===== src/rtl/usb_rx_packet_ctrl_if.sv =====
// Output stream of usb_rx_packet_ctrl: payload bytes, packet status pulses and error code.
// Latency: none, wires only.
// Backpressure: out_ready from the consumer stalls the byte stream.
interface usb_rx_packet_ctrl_if;
    logic [7:0] out_data;
    logic       out_valid;
    logic       out_last;
    logic       out_ready;
    logic [3:0] out_pid;
    logic       pkt_done;
    logic       pkt_err;
    logic [1:0] err_code;
    logic       overrun;

    // Packet controller side
    modport master (
        output out_data, out_valid, out_last, out_pid,
        output pkt_done, pkt_err, err_code, overrun,
        input  out_ready
    );

    // Downstream consumer side
    modport slave (
        input  out_data, out_valid, out_last, out_pid,
        input  pkt_done, pkt_err, err_code, overrun,
        output out_ready
    );
endinterface


===== src/rtl/usb_rx_packet_ctrl.sv =====
// Captures a USB_reader packet on EOP, checks PID and CRC16, then streams the payload bytes (macro USB_RX_CRC_CHECK_EN enables CRC).
// Latency: 67 cycles from detected EOP edge to first out_valid with CRC checking, 3 cycles without.
// Backpressure: output byte held while out_valid & ~out_ready; an EOP arriving while busy is dropped and pulses overrun.
module usb_rx_packet_ctrl #(
    parameter int PAYLOAD_BYTES = 8
) (
    input  logic                       clk,
    input  logic                       rst,
    input  logic [7:0]                 PID_data,
    input  logic [PAYLOAD_BYTES*8-1:0] data,
    input  logic [15:0]                CRC_data,
    input  logic                       EOP_found,
    usb_rx_packet_ctrl_if.master       out_if
);
    localparam int DATA_W = PAYLOAD_BYTES * 8;
    localparam int IDX_W  = (PAYLOAD_BYTES > 1) ? $clog2(PAYLOAD_BYTES) : 1;

    typedef enum logic [2:0] {
        ST_IDLE, ST_CAPTURE, ST_CRC, ST_CHECK, ST_SEND, ST_DONE
    } state_t;

    state_t            state_q, state_d;
    logic              eop_q, eop_d;
    logic              edge_q, edge_d;
    logic [7:0]        pid_q, pid_d;
    logic [DATA_W-1:0] data_q, data_d;
    logic [IDX_W-1:0]  idx_q, idx_d;
    logic [7:0]        out_data_q, out_data_d;
    logic              out_valid_q, out_valid_d;
    logic              out_last_q, out_last_d;
    logic              pkt_done_q, pkt_done_d;
    logic              pkt_err_q, pkt_err_d;
    logic [1:0]        err_code_q, err_code_d;
    logic              overrun_q, overrun_d;

    logic              capture;
    logic              crc_done;
    logic              crc_ok;
    logic              pid_ok;
    logic [DATA_W-1:0] next_bytes;

    assign capture = (state_q == ST_IDLE) && edge_q;
    assign pid_ok  = (pid_q[7:4] == ~pid_q[3:0]);

`ifdef USB_RX_CRC_CHECK_EN
    localparam int CNT_W = $clog2(DATA_W);

    logic [15:0]       crc_q, crc_d;
    logic [15:0]       crc_rx_q, crc_rx_d;
    logic [CNT_W-1:0]  cnt_q, cnt_d;
    logic [DATA_W-1:0] crc_shift;
    logic              fb;

    // Bit-serial CRC16 over the shadow payload, first received bit first
    always_comb begin
        crc_d     = crc_q;
        cnt_d     = cnt_q;
        crc_rx_d  = crc_rx_q;
        crc_shift = data_q << cnt_q;
        fb        = crc_shift[DATA_W-1] ^ crc_q[15];
        if (capture) begin
            crc_rx_d = CRC_data;
        end
        if (state_q == ST_CAPTURE) begin
            crc_d = 16'hFFFF;
            cnt_d = '0;
        end else if (state_q == ST_CRC) begin
            crc_d = {crc_q[14:0], 1'b0} ^ (fb ? 16'h8005 : 16'h0000);
            cnt_d = cnt_q + 1'b1;
        end
    end

    assign crc_done = (state_q == ST_CRC) && (cnt_q == CNT_W'(DATA_W - 1));
    assign crc_ok   = (~crc_q == crc_rx_q);

    // CRC engine registers
    always_ff @(posedge clk or posedge rst) begin
        if (rst) begin
            crc_q    <= 16'hFFFF;
            crc_rx_q <= '0;
            cnt_q    <= '0;
        end else begin
            crc_q    <= crc_d;
            crc_rx_q <= crc_rx_d;
            cnt_q    <= cnt_d;
        end
    end
`else
    logic crc_unused;
    assign crc_unused = ^CRC_data;
    assign crc_done   = 1'b0;
    assign crc_ok     = 1'b1;
`endif

    // Packet sequencing: capture, check, stream bytes, report status
    always_comb begin
        state_d     = state_q;
        eop_d       = EOP_found;
        edge_d      = EOP_found & ~eop_q;
        pid_d       = pid_q;
        data_d      = data_q;
        idx_d       = idx_q;
        out_data_d  = out_data_q;
        out_valid_d = out_valid_q;
        out_last_d  = out_last_q;
        pkt_done_d  = 1'b0;
        pkt_err_d   = 1'b0;
        err_code_d  = err_code_q;
        overrun_d   = edge_q && (state_q != ST_IDLE);
        next_bytes  = data_q << {idx_q + 1'b1, 3'b000};

        case (state_q)
            ST_IDLE: begin
                if (capture) begin
                    pid_d      = PID_data;
                    data_d     = data;
                    err_code_d = 2'b00;
                    state_d    = ST_CAPTURE;
                end
            end
            ST_CAPTURE: begin
`ifdef USB_RX_CRC_CHECK_EN
                state_d = ST_CRC;
`else
                state_d = ST_CHECK;
`endif
            end
            ST_CRC: begin
                if (crc_done) begin
                    state_d = ST_CHECK;
                end
            end
            ST_CHECK: begin
                if (pid_ok && crc_ok) begin
                    idx_d       = '0;
                    out_valid_d = 1'b1;
                    out_data_d  = data_q[DATA_W-1 -: 8];
                    out_last_d  = (PAYLOAD_BYTES == 1);
                    state_d     = ST_SEND;
                end else begin
                    pkt_err_d  = 1'b1;
                    err_code_d = {~crc_ok, ~pid_ok};
                    state_d    = ST_IDLE;
                end
            end
            ST_SEND: begin
                if (out_valid_q && out_if.out_ready) begin
                    if (out_last_q) begin
                        out_valid_d = 1'b0;
                        out_last_d  = 1'b0;
                        out_data_d  = '0;
                        pkt_done_d  = 1'b1;
                        state_d     = ST_DONE;
                    end else begin
                        idx_d      = idx_q + 1'b1;
                        out_data_d = next_bytes[DATA_W-1 -: 8];
                        out_last_d = ((idx_q + 1'b1) == IDX_W'(PAYLOAD_BYTES - 1));
                    end
                end
            end
            ST_DONE: begin
                state_d = ST_IDLE;
            end
            default: begin
                state_d = ST_IDLE;
            end
        endcase
    end

    // Control, shadow and output registers
    always_ff @(posedge clk or posedge rst) begin
        if (rst) begin
            state_q     <= ST_IDLE;
            eop_q       <= 1'b0;
            edge_q      <= 1'b0;
            pid_q       <= '0;
            data_q      <= '0;
            idx_q       <= '0;
            out_data_q  <= '0;
            out_valid_q <= 1'b0;
            out_last_q  <= 1'b0;
            pkt_done_q  <= 1'b0;
            pkt_err_q   <= 1'b0;
            err_code_q  <= 2'b00;
            overrun_q   <= 1'b0;
        end else begin
            state_q     <= state_d;
            eop_q       <= eop_d;
            edge_q      <= edge_d;
            pid_q       <= pid_d;
            data_q      <= data_d;
            idx_q       <= idx_d;
            out_data_q  <= out_data_d;
            out_valid_q <= out_valid_d;
            out_last_q  <= out_last_d;
            pkt_done_q  <= pkt_done_d;
            pkt_err_q   <= pkt_err_d;
            err_code_q  <= err_code_d;
            overrun_q   <= overrun_d;
        end
    end

    assign out_if.out_data  = out_data_q;
    assign out_if.out_valid = out_valid_q;
    assign out_if.out_last  = out_last_q;
    assign out_if.out_pid   = pid_q[3:0];
    assign out_if.pkt_done  = pkt_done_q;
    assign out_if.pkt_err   = pkt_err_q;
    assign out_if.err_code  = err_code_q;
    assign out_if.overrun   = overrun_q;
endmodule


===== src/flat_wrapper.sv =====
// flat-port wrapper written by rule: the top's interface ports become plain ports
module usb_rx_packet_ctrl_flat 
#(
    parameter int PAYLOAD_BYTES = 8
)
  (clk, rst, PID_data, data, CRC_data, EOP_found, out_if_out_data, out_if_out_valid, out_if_out_last, out_if_out_pid, out_if_pkt_done, out_if_pkt_err, out_if_err_code, out_if_overrun, out_if_out_ready);
  usb_rx_packet_ctrl_if out_if_i ();
  input  logic clk;
  input  logic rst;
  input  logic [7:0] PID_data;
  input  logic [PAYLOAD_BYTES*8-1:0] data;
  input  logic [15:0] CRC_data;
  input  logic EOP_found;
  output wire logic [$bits(out_if_i.out_data)-1:0] out_if_out_data;
  output wire logic [$bits(out_if_i.out_valid)-1:0] out_if_out_valid;
  output wire logic [$bits(out_if_i.out_last)-1:0] out_if_out_last;
  output wire logic [$bits(out_if_i.out_pid)-1:0] out_if_out_pid;
  output wire logic [$bits(out_if_i.pkt_done)-1:0] out_if_pkt_done;
  output wire logic [$bits(out_if_i.pkt_err)-1:0] out_if_pkt_err;
  output wire logic [$bits(out_if_i.err_code)-1:0] out_if_err_code;
  output wire logic [$bits(out_if_i.overrun)-1:0] out_if_overrun;
  input wire logic [$bits(out_if_i.out_ready)-1:0] out_if_out_ready;
  assign out_if_out_data = out_if_i.out_data;
  assign out_if_out_valid = out_if_i.out_valid;
  assign out_if_out_last = out_if_i.out_last;
  assign out_if_out_pid = out_if_i.out_pid;
  assign out_if_pkt_done = out_if_i.pkt_done;
  assign out_if_pkt_err = out_if_i.pkt_err;
  assign out_if_err_code = out_if_i.err_code;
  assign out_if_overrun = out_if_i.overrun;
  assign out_if_i.out_ready = out_if_out_ready;
  usb_rx_packet_ctrl #(.PAYLOAD_BYTES(PAYLOAD_BYTES)) u_core (.clk(clk), .rst(rst), .PID_data(PID_data), .data(data), .CRC_data(CRC_data), .EOP_found(EOP_found), .out_if(out_if_i));
endmodule

===== config.mk =====
export PLATFORM = sky130hd
export DESIGN_NAME = usb_rx_packet_ctrl_flat
export DESIGN_NICKNAME = d
export VERILOG_FILES = /design/src/rtl/usb_rx_packet_ctrl_if.sv /design/src/rtl/usb_rx_packet_ctrl.sv /design/src/flat_wrapper.sv
export SDC_FILE = /design/constraint.sdc
export NUM_CORES = 1
export LEC_CHECK = 0
export ABC_AREA = 1
export BUFFER_PORTS_ARGS = -buffer_cell sky130_fd_sc_hd__buf_2
export CORE_ASPECT_RATIO = 0.75
export CORE_UTILIZATION = 48
export CTS_CLUSTER_DIAMETER = 60
export CTS_CLUSTER_SIZE = 40
export DETAILED_ROUTE_END_ITERATION = 6
export GPL_TIMING_DRIVEN = 1
export PLACE_DENSITY_LB_ADDON = 0.12
export SLEW_MARGIN = 5
export SYNTH_ARGS = -nofsm -noshare
export SYNTH_HDL_FRONTEND = slang
export SYNTH_SLANG_ARGS = --single-unit

===== constraint.sdc =====
create_clock -name clk -period 2.8 [get_ports clk]
set_clock_uncertainty 0.15 [all_clocks]
set_input_delay 0.14 -clock clk [delete_from_list [all_inputs] [get_ports clk]]
set_output_delay 0.14 -clock clk [all_outputs]
set_load 0.02 [all_outputs]

# --- Yosys cells after proc, flatten, opt, wreduce, memory -nomap -nowiden ---
# Cells that the tools add are included.
classes:
  add_sub_neg: 1
  multipliers: 0
  div: 0
  n_lt_le_gt_ge: 0
  eq_ne: 12
  shift: 1
  n_mux: 29
  bitwise_logic: 5
  reduce_logical: 13
ops:
  columns: ["operator", "count"]
  rows:
  - ["$shl 64x6->64", 1]
  - ["$mux 8", 3]
  - ["$mux 3", 7]
  - ["$pmux 8 s2", 1]
  - ["$pmux 3 s5", 1]
  - ["$reduce_and 4->1", 3]
  - ["$mux 1", 11]
  - ["$ne 2x1->1 const B", 4]
  - ["$eq 3x2->1 const B", 2]
  - ["$eq 3x3->1 const B", 2]
  - ["$pmux 3 s2", 1]
  - ["$reduce_and 3->1", 2]
  - ["$eq 4x4->1", 1]
  - ["$mux 2", 2]
  - ["$ne 2x2->1 const B", 2]
  - ["$not 4->4", 1]
  - ["$pmux 1 s2", 2]
  - ["$pmux 2 s2", 1]
  - ["$reduce_bool 2->1", 2]
  - ["$add 3x1->3 const B", 1]
  - ["$eq 3x1->1 const B", 1]
  - ["$logic_and 1x1->1", 3]
  - ["$logic_not 3->1", 1]
  - ["$not 1->1", 3]
  - ["3 further kinds", 3]
word_totals:
  ff_bits: 95
  latchBits: 0
  mem_bits_rw: 0
  mem_bits_ro: 0
  memories: 0

# --- Longest topological paths before layout ---
depth:
  ltp_word: 5
  depth_mapped: 13
  mapped_depth_nobuf: 9

# --- Worst setup path before layout ---
# No wires, ideal clock.
synth_path:
  kind: "flip-flop to flip-flop"
  from: "register u_core.idx_q[0]"
  to: "register u_core.out_data_q[0] (netlist: u_core.out_if.out_data[0])"
  setup_ns: 0.117
  arrival_ns: 1.759
  slack_ns: 0.775
  stages_incl_launch_ff: 14
  n_path_buf: 4
  period_less_slack_ns: 2.025
  path_cell_list: "dfrtp_1 > buf_2 > inv_2 > buf_2 > ha_1 > buf_2 > clkbuf_1 > nor2_1 > nand2_1 > nand3_1 > nand3_1 > nand2_1 > nand2_1 > nand2_1"
synth_between:
  elab_chain_len: 5
synth_rtl:
  columns: ["item", "line_no", "rtl"]
  rows:
  - ["start: declaration", "usb_rx_packet_ctrl.sv:27", "logic [IDX_W-1:0] idx_q, idx_d;"]
  - ["start signal: assignment", "usb_rx_packet_ctrl.sv:192", "idx_q <= idx_d;"]
  - ["$add 3x1->3", "usb_rx_packet_ctrl.sv:110", "next_bytes = data_q << {idx_q + 1'b1, 3'b000};"]
  - ["$shl 64x6->64", "usb_rx_packet_ctrl.sv:110", null]
  - ["$mux 8", "usb_rx_packet_ctrl.sv:148", "if (out_last_q) begin"]
  - ["$mux 8", "usb_rx_packet_ctrl.sv:147", "if (out_valid_q && out_if.out_ready) begin"]
  - ["$pmux 8 s2", "usb_rx_packet_ctrl.sv:112", "case (state_q)"]
  - ["end signal: assignment", "usb_rx_packet_ctrl.sv:193", "out_data_q <= out_data_d;"]
  - ["end: declaration", "usb_rx_packet_ctrl.sv:28", "logic [7:0] out_data_q, out_data_d;"]
# Every way passes these cells. The select of a mux whose other input is x is not followed.
# A chain may end at the register's enable or synchronous reset.

# --- Worst setup path in the final report ---
layout_path:
  from: "register u_core.idx_q[0]"
  to: "register u_core.out_data_q[1] (netlist: u_core.out_if.out_data[1])"
# Same word-level chain as after synthesis.

==> flow_summary.json <==
{
  "irDropWorstVdd_mv": 0.447,
  "use_met1_pct": 32.4,
  "vias_per_cell": 4.68,
  "cp_data_required_time_ps": 2880,
  "relSlewSlack_pct": 44.0,
  "clockRootBuffer": "clkbuf_16",
  "place_ws_ps": 578,
  "slew_viol_final": 0,
  "drive_gt1_share_pct": 16.6,
  "period_share_pct": 79.9,
  "port_buffers": 93,
  "hold_class": "input port to flip-flop",
  "grt_max_degree": 56,
  "min_period_ps": 2240,
  "grt_usage_pct": 23.9,
  "clock-sinks": 94,
  "htreeDepth": 3,
  "diodes": 0,
  "met2_usage_pct": 38.2,
  "syn-cell-area_mm2": 0.00449,
  "wl_per_cell_um": 12.3,
  "ys.warnings.count": 0,
  "hold_violations": 0,
  "synth_seq_cells": 94,
  "drv_cap": 0,
  "drcViolationCount": 0,
  "grt_util_met3_pct": 4.88,
  "cts_tree": "yes",
  "area_growth_pct": 34.6,
  "grt_pass1_wl_mm": 18.0,
  "routed-via-count": 4093,
  "setup_viol": 0,
  "cp.arrival_ps": 2320,
  "routed_wirelength_mm": 10.7,
  "dpl.hpwl_mm": 7.14,
  "endpoint_kind": "flip-flop",
  "timing.fmax_ghz": 0.447,
  "clk_latency_ps": 340,
  "core_mm2": 0.00905,
  "power.leakage_nw": 3.14,
  "worst_slack_ps": 564,
  "initial_utilization_pct": 49.6,
  "gr-total-overflow": 0,
  "io_pins": 111,
  "fin_setup_tns_ps": 0,
  "ys_types": 25,
  "drtAntennaViolNets": 0,
  "grt_busiest_layer": "met2",
  "max_slew.worst_pin.slew_ps": 840,
  "worstSetupPathType": "flip-flop to flip-flop",
  "die_y_um": 85.7,
  "first_pass_iters": 4,
  "synth_area_per_cell_um2": 7.67,
  "rsz0062_at_grt": "no",
  "cts_buffers": 9,
  "fin_nets": 835,
  "start_kind": "flip-flop",
  "gp_congestion": 0.842,
  "synthesis.nets": 679,
  "die_w_um": 114,
  "grt_pass1_vias": 3953,
  "drtIter0Drc": 178,
  "ys_seq_area_share_pct": 52.4,
  "fillers": 741,
  "cts.clk_slew.worst_paths_ps": 60,
  "clk_path_buf_depth": 2,
  "power.density_mw_per_mm2": 834,
  "antenna_found_initial": 0,
  "cts_setup_buffers": 0,
  "postSynthCellCount": 585,
  "rows": 30,
  "status": "finished, final reports clean",
  "die_area_mm2": 0.00974,
  "path_max_fanout": 25
}
-- routing by layer --
layer	vias to the layer above	routed length [um]	part of all wire (%)
met4	0	167	1.6
li1	2116	-	-
met1	1851	5150	48
met5	-	0	0
met2	111	4910	46
met3	15	504	4.7
-- sequential cells by signal, indices dropped and copies added, names as in the netlist --
signal                   count
u_core.data_q               64
u_core.out_if.out_data       8
u_core.pid_q                 8
u_core.idx_q                 3
u_core.state_q               3
u_core.edge_q                1
u_core.eop_q                 1
u_core.out_if.err_code       1
u_core.out_if.out_last       1
u_core.out_if.out_valid      1
u_core.out_if.overrun        1
u_core.out_if.pkt_done       1
u_core.out_if.pkt_err        1
-- final timing paths --
kind	startpoint	endpoint	slack, ps	cells after the start
min reg2reg	u_core.eop_q$_DFF_PP0_	u_core.edge_q$_DFF_PP0_	250	1
min in group asynchronous	rst	u_core.data_q[4]$_DFFE_PP0P_	330	3
min	out_if_out_ready	u_core.out_if.pkt_done$_DFF_PP0_	30	5
max in group asynchronous	rst	u_core.out_if.out_data[6]$_DFFE_PP0P_	1440	4
max	u_core.idx_q[0]$_DFFE_PP0P_	u_core.out_if.out_data[1]$_DFFE_PP0P_	560	8
max reg2reg	u_core.idx_q[0]$_DFFE_PP0P_	u_core.out_if.out_data[1]$_DFFE_PP0P_	560	8
-- where the power goes --
part | internal [mW] | switching, mW
clock network | 0.676 | 0.467
logic | 0.663 | 1.04
registers | 1.94 | 0.244
-- metrics by stage --
| stage | util, % | hold WS (ps) | area [um2] | instances | total power [mW] |
|---|---|---|---|---|---|
| after floorplan | - | 21.4 | 4490 | 585 | 3.44 |
| after global placement | 55.4 | 111 | 5010 | 784 | 3.77 |
| after detailed placement | 55.4 | 113 | 5010 | 784 | 3.84 |
| after CTS | 66.7 | 35.1 | 6040 | 874 | 5.08 |
| after global routing | 66.7 | 101 | 6040 | 874 | 5.45 |
| final | 66.7 | 32.5 | 6040 | 874 | 5.03 |
-- worst max-delay path, stage by stage, from the launching register on --
cell and delay [ps]:
dfrtp_1 400, buf_4 220, ha_1 250, xnor2_1 630, nand3_1 180, nand3_1 140
nand2_1 50, nand2_1 60, nand2_1 40
-- final cells by class --
class | instances | area, um2 | area share, %
well taps | 128 | 160 | 2.65
clock buffers | 16 | 282 | 4.66
flip-flops and latches | 94 | 2350 | 39.0
multi-input cells | 386 | 1680 | 27.8
inverters | 74 | 279 | 4.62
repair buffers | 176 | 1290 | 21.3
-- synthesized netlist by cell type --
| library cell | count | share of area [%] |
|---|---|---|
| o21bai_1 | 1 | 0.17 |
| buf_4 | 13 | 2.2 |
| conb_1 | 1 | 0.084 |
| o21ai_0 | 11 | 1.2 |
| inv_1 | 69 | 5.8 |
| dfrtp_1 | 94 | 52 |
| clkinv_1 | 1 | 0.084 |
| nor2_2 | 1 | 0.14 |
| nand3_2 | 1 | 0.22 |
| clkbuf_1 | 8 | 0.67 |
| o21ai_1 | 52 | 5.8 |
| nor3_4 | 1 | 0.36 |
| a21oi_1 | 3 | 0.33 |
| nand4_1 | 1 | 0.14 |
| nand3_1 | 57 | 6.4 |
| a31oi_1 | 1 | 0.14 |
| inv_2 | 4 | 0.33 |
| xor2_1 | 1 | 0.20 |
| nand2_2 | 1 | 0.14 |
| nand2_1 | 225 | 19 |
| ha_1 | 2 | 0.56 |
| a21oi_2 | 1 | 0.20 |
| buf_2 | 10 | 1.1 |
| nor2_1 | 23 | 1.9 |
| xnor2_1 | 3 | 0.59 |
-- timing repair --
item	4_1_cts	5_1_grt
resized for setup	0	0
hold buffers	74	0
setup endpoints to repair	0	0
hold endpoints to repair	122	0
-- cells by family after synthesis --
family	Yosys count	share of synthesized area (%)
other	1	0.0836
DFF	94	52.4
adders and majority gates	2	0.558
xor gates and xnor gates	4	0.781
AOI/OAI and AO/OA	69	7.87
buffers and inverters	105	10.2
and+or+nand+nor	310	28.1
-- placed cells by master, fill, tap and decap left out, drive strengths merged --
cell type	count
inv	72
nand3	58
xnor2	3
buf	102
nor2	24
ha	2
a31oi	1
conb	1
nand2	226
a21oi	4
nand4	1
dlygate4sd3	74
o21ai	63
clkbuf	16
dfrtp	94
o21bai	1
xor2	1
clkinv	2
nor3	1
(Power assumes the default switching activity.)
